$ cat src/rtl/fetch_stage_if.sv
// Instruction-memory request/response bus between the fetch stage and imem.
// Requests are in-order; responses return in request order.
interface fetch_stage_if;
  logic        imem_req;
  logic [31:0] imem_addr;
  logic        imem_gnt;
  logic        imem_rvalid;
  logic [31:0] imem_rdata;

  modport master (
    output imem_req,
    output imem_addr,
    input  imem_gnt,
    input  imem_rvalid,
    input  imem_rdata
  );

  modport slave (
    input  imem_req,
    input  imem_addr,
    output imem_gnt,
    output imem_rvalid,
    output imem_rdata
  );
endinterface

$ cat src/rtl/fetch_stage.sv
// Instruction-fetch stage: owns the PC, issues credit-limited in-order imem requests,
// buffers returned words in a small FIFO and drives the IF/ID register.
module fetch_stage #(
  parameter logic [31:0] RESET_PC = 32'h0000_0000,
  parameter int unsigned DEPTH    = 2
) (
  input  logic          clk,
  input  logic          reset,
  input  logic          StallD,
  input  logic          FlushD,
  input  logic          BranchTakenE,
  input  logic [31:0]   BranchTargetE,
  fetch_stage_if.master imem,
  output logic [31:0]   InstrD,
  output logic [31:0]   PCPlus8D,
  output logic          ValidD
);

  localparam int unsigned PTR_W = (DEPTH > 1) ? $clog2(DEPTH) : 1;
  localparam int unsigned CNT_W = $clog2(DEPTH + 1);
  localparam int unsigned SUM_W = CNT_W + 1;

  if ((DEPTH < 2) || ((DEPTH & (DEPTH - 1)) != 0)) begin : g_bad_depth
    $error("fetch_stage: DEPTH must be a power of 2 and at least 2");
  end

  // Fetch-side state
  logic [31:0]      pc_f, pc_f_n;
  logic [31:0]      resp_pc, resp_pc_n;
  logic [CNT_W-1:0] outstanding, outstanding_n;
  logic [CNT_W-1:0] stale, stale_n;

  // In-order word buffer
  logic [31:0]      fifo_instr [DEPTH];
  logic [31:0]      fifo_pc    [DEPTH];
  logic [PTR_W-1:0] wr_ptr, wr_ptr_n;
  logic [PTR_W-1:0] rd_ptr, rd_ptr_n;
  logic [CNT_W-1:0] fifo_cnt, fifo_cnt_n;

  // IF/ID next values
  logic [31:0]      instr_d_n;
  logic [31:0]      pc8_d_n;
  logic             valid_d_n;

  logic [SUM_W-1:0] inflight;
  logic             req;
  logic             grant;
  logic             resp;
  logic             push;
  logic             pop;
  logic             fifo_empty;

  // Credits cover both in-flight requests and buffered words, so the FIFO cannot overflow.
  assign inflight   = SUM_W'(outstanding) + SUM_W'(fifo_cnt);
  assign req        = !reset && (inflight < SUM_W'(DEPTH));
  assign fifo_empty = (fifo_cnt == '0);

  assign imem.imem_req  = req;
  assign imem.imem_addr = pc_f;

  assign grant = req && imem.imem_gnt;
  // A response with nothing in flight is a protocol error and is dropped.
  assign resp  = imem.imem_rvalid && (outstanding != '0);
  // Responses owed to requests issued before a redirect are never buffered.
  assign push  = !reset && resp && (stale == '0) && !BranchTakenE;
  assign pop   = !BranchTakenE && !StallD && !fifo_empty;

  // Next-state for PC, request bookkeeping and FIFO pointers
  always_comb begin
    pc_f_n        = pc_f;
    resp_pc_n     = resp_pc;
    outstanding_n = outstanding + CNT_W'(grant) - CNT_W'(resp);
    stale_n       = stale;
    wr_ptr_n      = wr_ptr;
    rd_ptr_n      = rd_ptr;
    fifo_cnt_n    = fifo_cnt;

    if (BranchTakenE) begin
      pc_f_n     = BranchTargetE;
      resp_pc_n  = BranchTargetE;
      stale_n    = outstanding_n;
      wr_ptr_n   = '0;
      rd_ptr_n   = '0;
      fifo_cnt_n = '0;
    end else begin
      if (grant) begin
        pc_f_n = pc_f + 32'd4;
      end
      if (resp && (stale != '0)) begin
        stale_n = stale - CNT_W'(1);
      end
      if (push) begin
        resp_pc_n = resp_pc + 32'd4;
        wr_ptr_n  = wr_ptr + PTR_W'(1);
      end
      if (pop) begin
        rd_ptr_n = rd_ptr + PTR_W'(1);
      end
      fifo_cnt_n = fifo_cnt + CNT_W'(push) - CNT_W'(pop);
    end
  end

  // Next-state for the IF/ID register; redirect and flush both force a bubble.
  always_comb begin
    instr_d_n = InstrD;
    pc8_d_n   = PCPlus8D;
    valid_d_n = ValidD;

    if (BranchTakenE || FlushD) begin
      instr_d_n = 32'h0;
      valid_d_n = 1'b0;
    end else if (!StallD) begin
      if (!fifo_empty) begin
        instr_d_n = fifo_instr[rd_ptr];
        pc8_d_n   = fifo_pc[rd_ptr] + 32'd8;
        valid_d_n = 1'b1;
      end else begin
        instr_d_n = 32'h0;
        valid_d_n = 1'b0;
      end
    end
  end

  // Control state and IF/ID register
  always_ff @(posedge clk) begin
    if (reset) begin
      pc_f        <= RESET_PC;
      resp_pc     <= RESET_PC;
      outstanding <= '0;
      stale       <= '0;
      wr_ptr      <= '0;
      rd_ptr      <= '0;
      fifo_cnt    <= '0;
      InstrD      <= 32'h0;
      PCPlus8D    <= RESET_PC + 32'd8;
      ValidD      <= 1'b0;
    end else begin
      pc_f        <= pc_f_n;
      resp_pc     <= resp_pc_n;
      outstanding <= outstanding_n;
      stale       <= stale_n;
      wr_ptr      <= wr_ptr_n;
      rd_ptr      <= rd_ptr_n;
      fifo_cnt    <= fifo_cnt_n;
      InstrD      <= instr_d_n;
      PCPlus8D    <= pc8_d_n;
      ValidD      <= valid_d_n;
    end
  end

  // FIFO storage needs no reset; occupancy is tracked by the pointers.
  always_ff @(posedge clk) begin
    if (push) begin
      fifo_instr[wr_ptr] <= imem.imem_rdata;
      fifo_pc[wr_ptr]    <= resp_pc;
    end
  end

endmodule

$ cat src/flat_wrapper.sv
// flat-port wrapper written by rule: the top's interface ports become plain ports
module fetch_stage_flat 
#(
  parameter logic [31:0] RESET_PC = 32'h0000_0000,
  parameter int unsigned DEPTH    = 2
)
  (clk, reset, StallD, FlushD, BranchTakenE, BranchTargetE, InstrD, PCPlus8D, ValidD, imem_imem_req, imem_imem_addr, imem_imem_gnt, imem_imem_rvalid, imem_imem_rdata);
  fetch_stage_if imem_i ();
  input  logic clk;
  input  logic reset;
  input  logic StallD;
  input  logic FlushD;
  input  logic BranchTakenE;
  input  logic [31:0] BranchTargetE;
  output logic [31:0] InstrD;
  output logic [31:0] PCPlus8D;
  output logic ValidD;
  output wire logic [$bits(imem_i.imem_req)-1:0] imem_imem_req;
  output wire logic [$bits(imem_i.imem_addr)-1:0] imem_imem_addr;
  input wire logic [$bits(imem_i.imem_gnt)-1:0] imem_imem_gnt;
  input wire logic [$bits(imem_i.imem_rvalid)-1:0] imem_imem_rvalid;
  input wire logic [$bits(imem_i.imem_rdata)-1:0] imem_imem_rdata;
  assign imem_imem_req = imem_i.imem_req;
  assign imem_imem_addr = imem_i.imem_addr;
  assign imem_i.imem_gnt = imem_imem_gnt;
  assign imem_i.imem_rvalid = imem_imem_rvalid;
  assign imem_i.imem_rdata = imem_imem_rdata;
  fetch_stage #(.RESET_PC(RESET_PC), .DEPTH(DEPTH)) u_core (.clk(clk), .reset(reset), .StallD(StallD), .FlushD(FlushD), .BranchTakenE(BranchTakenE), .BranchTargetE(BranchTargetE), .imem(imem_i), .InstrD(InstrD), .PCPlus8D(PCPlus8D), .ValidD(ValidD));
endmodule
$ cat config.mk
export PLATFORM = sky130hd
export DESIGN_NAME = fetch_stage_flat
export DESIGN_NICKNAME = d
export VERILOG_FILES = /design/src/rtl/fetch_stage_if.sv /design/src/rtl/fetch_stage.sv /design/src/flat_wrapper.sv
export SDC_FILE = /design/constraint.sdc
export NUM_CORES = 1
export LEC_CHECK = 0
export BUFFER_PORTS_ARGS = -buffer_cell sky130_fd_sc_hd__buf_2
export CAP_MARGIN = 10
export CORE_MARGIN = 5
export CORE_UTILIZATION = 50
export CTS_BUF_LIST = sky130_fd_sc_hd__clkbuf_8 sky130_fd_sc_hd__clkbuf_16
export DETAILED_ROUTE_END_ITERATION = 10
export PLACE_DENSITY = 0.68
export SETUP_SLACK_MARGIN = 0.2
export SLEW_MARGIN = 20
export SYNTH_ARGS = -nofsm -noshare
export SYNTH_HDL_FRONTEND = slang
export SYNTH_SLANG_ARGS = --single-unit
$ cat constraint.sdc
create_clock -name clk -period 20.7 [get_ports clk]
set_clock_uncertainty 0.15 [all_clocks]
set_input_delay 4.14 -clock clk [delete_from_list [all_inputs] [get_ports clk]]
set_output_delay 4.14 -clock clk [all_outputs]
set_load 0.01 [all_outputs]
==> impl_results.md <==
* RSZ-0062 raised after global routing: false
* R2r setup slk at 16.83 ns
* Longest Clk Path Bufs at 3
* Core footprint at 22700 µm²
* H-tree depth at 1
* Post-Route WL at 26.2 mm
* Setup TNS at 0 ns
* Final setup viols at 0
* TritonCTS Buffers at 29
* First-pass GRT wire length at 42.0 mm
* Rows at 55
* Grt total ovfl at 0
* Hold Path Cell Cnt at 0
* Synth Instances at approximately 1100
* Root Driver: clkbuf_16
* Via count at 8549
* Largest net degree at the start of global routing at 84
* Starting Density at around half
* WL per Instance at ~17 µm
* Status: finished clean
* HP Class: flop to flop
* Finished Cell Area at 13600 µm²
* Max Freq at 0.108 GHz
* Horiz. Die Dim at around 160 µm
* Placer congestion estimate at 0.840
* Commonest cells in the synthesized netlist: 138 x dfxtp_1, 128 x edfxtp_1, 95 x nor2_1
* Port buffer count at 168
* Yosys warnings at 0
* Slew HR at 29.0%
* Syn_area_per_cell at 11.0 µm²
* CTS tree: done
* Post-synth top area share at 33.3%
* # diodes at 0
* Clk_lat worst skew at 0.53 ns
* Max Cap Violations at 0
* CP required at roughly 16 ns
* Post-synth top flop: dfxtp_1
* Crit path launch type: input pin
* Postcts setup bufs at 0
* IR drop worst, VDD at 53.6 µV
* # hold bufs at CTS at 0
* Sink Count at 266
* Final max-slew violation count at 0
* Area post-placement at 12600 µm²
* Routed vias/inst at 5.66
* Detailed router's first-iteration violation count at 726
* Crit path capture type: output port
* Die area at approximately 26000 µm²
* Layout area overhead at 17.8%
* Ys async rst share at 0%
* Period Utilization, post-route at 44.6%
* Measured slew at the worst slew-check pin at 1.06 ns
* Number of synthesized flops with an enable pin at 128
* Netlist Area Pre-Place at 11500 µm²
* Setup WS pre-CTS at around 11 ns
* Vias in the first global route at 8140
* I/O Pins at 169
* Most numerous cell in the Yosys netlist: dfxtp_1
* Number of distinct library cells after synthesis at 64
* Initial antenna violation count at 2
* DRC at 0
* Post-route setup slack at 11.47 ns
* Synthesis-stage register bit count at 266
* Die Y at 162 µm
* Hpwl dp at 17.7 mm
* Static Leak at 4.93 nW
* Crit Path Class: input pin to output port
* Final hold vios at 0
* GRT Total Usage at 19.3%
* Synth top area cells: edfxtp_1 33%, dfxtp_1 24%, mux2i_1 5.0%
* Fin util at 59.9%
* Register area share after synthesis at 57.2%
* DR pass1 iterations at 8
* Nets at ~1300
* DRT antenna net count at 0
* Crit path max fanout at 48
* Worst Path Arrival at 4.94 ns
* Min Hold Slack at 0.291 ns
* Post-synth top area cell: edfxtp_1
* Power per cell area at 87.2 nW/µm²
* Clk pin slew, worst setup/hold paths at approximately 0.060 ns
* CTS resizes at 0
* Reg2Reg Depth at 8
* Share of layout cells above drive strength 1 at approximately 21%
* Syn nets at between 1000 and 1500
* Fin crit period at 9.23 ns
[final timing paths]
| check | from | endpoint |
|---|---|---|
| max | reset | imem_imem_req |
| min | u_core.resp_pc[1]$_SDFFE_PP0P_ | u_core.fifo_pc[1][1]$_DFFE_PP_ |
| max reg2reg | u_core.fifo_cnt[0]$_SDFF_PP0_ | u_core.imem.imem_addr[24]$_SDFFE_PP0P_ |
| min reg2reg | u_core.resp_pc[1]$_SDFFE_PP0P_ | u_core.fifo_pc[1][1]$_DFFE_PP_ |
[critical path, stage by stage]
cell	delay, ns
buf_2	0.08
buf_4	0.42
nor3_1	0.13
buf_2	0.16
[layer usage]
metal / routed length, µm / vias to the layer above / GRT usage, %
met5: 27 / - / 0
met4: 635 / 4 / 5.11
met3: 1710 / 50 / 3.27
met2: 11700 / 293 / 31.0
met1: 12100 / 3961 / 27.5
li1: - / 4241 / -
[registers in the layout, summed over array words and instances, names as in the netlist, named ones only]
name                   flops
u_core.PCPlus8D           32
u_core.InstrD             32
u_core.imem.imem_addr     32
u_core.wr_ptr              1
u_core.resp_pc            32
u_core.ValidD              1
u_core.outstanding         2
u_core.rd_ptr              1
u_core.fifo_cnt            2
u_core.fifo_instr         64
u_core.stale               2
u_core.fifo_pc            64
[cell families after synthesis]
logic type	after synthesis	share of synthesized area, %
AOI/OAI and AO/OA	212	12.7
muxes	67	5.91
DFF	266	57.2
adders and majority gates	9	1.04
buffers and inverters	74	2.60
and+or+nand+nor	368	16.3
xor gates and xnor gates	55	4.17
[per-stage QoR]
stage	power (W)	std cells
2_1_floorplan	0.000647	1051
3_3_place_gp	0.000674	1456
3_5_place_dp	0.000676	1456
4_1_cts	0.00120	1510
5_1_grt	0.00123	1510
6_report	0.00119	1510
[area by class of cell]
cell class | count | area (µm²)
repair buffers | 182 | 946
inverters | 12 | 45.0
multi-input cells | 711 | 4660
clock buffers | 31 | 753
flip-flops and latches | 266 | 6610
clock inverters | 23 | 234
fillers | 1928 | 9110
well taps | 285 | 357
[where the power goes]
group	internal, W	total (W)	switching (W)
Clock	0.000314	0.000520	0.000207
Combinational	0.0000328	0.0000786	0.0000457
Sequential	0.000570	0.000587	0.0000161
Total	0.000917	0.00119	0.000268
[layout by cell type (no fill, tap or decap), drive strengths merged, types with 9 or more instances in the layout]
| cell type | n |
|---|---|
| dfxtp | 138 |
| nor4 | 13 |
| edfxtp | 128 |
| o21a | 23 |
| mux2i | 58 |
| nand3 | 64 |
| and3 | 23 |
| nor3 | 21 |
| a211oi | 16 |
| nor2 | 95 |
| nand2 | 64 |
| o31a | 16 |
| buf | 182 |
| o21ai | 19 |
| nand3b | 10 |
| xnor2 | 21 |
| nand4 | 30 |
| and4 | 11 |
| a21oi | 56 |
| mux2 | 9 |
| inv | 20 |
| clkbuf | 31 |
| a21boi | 32 |
| xor2 | 34 |
Note: power is estimated with default switching activity, not from simulation.
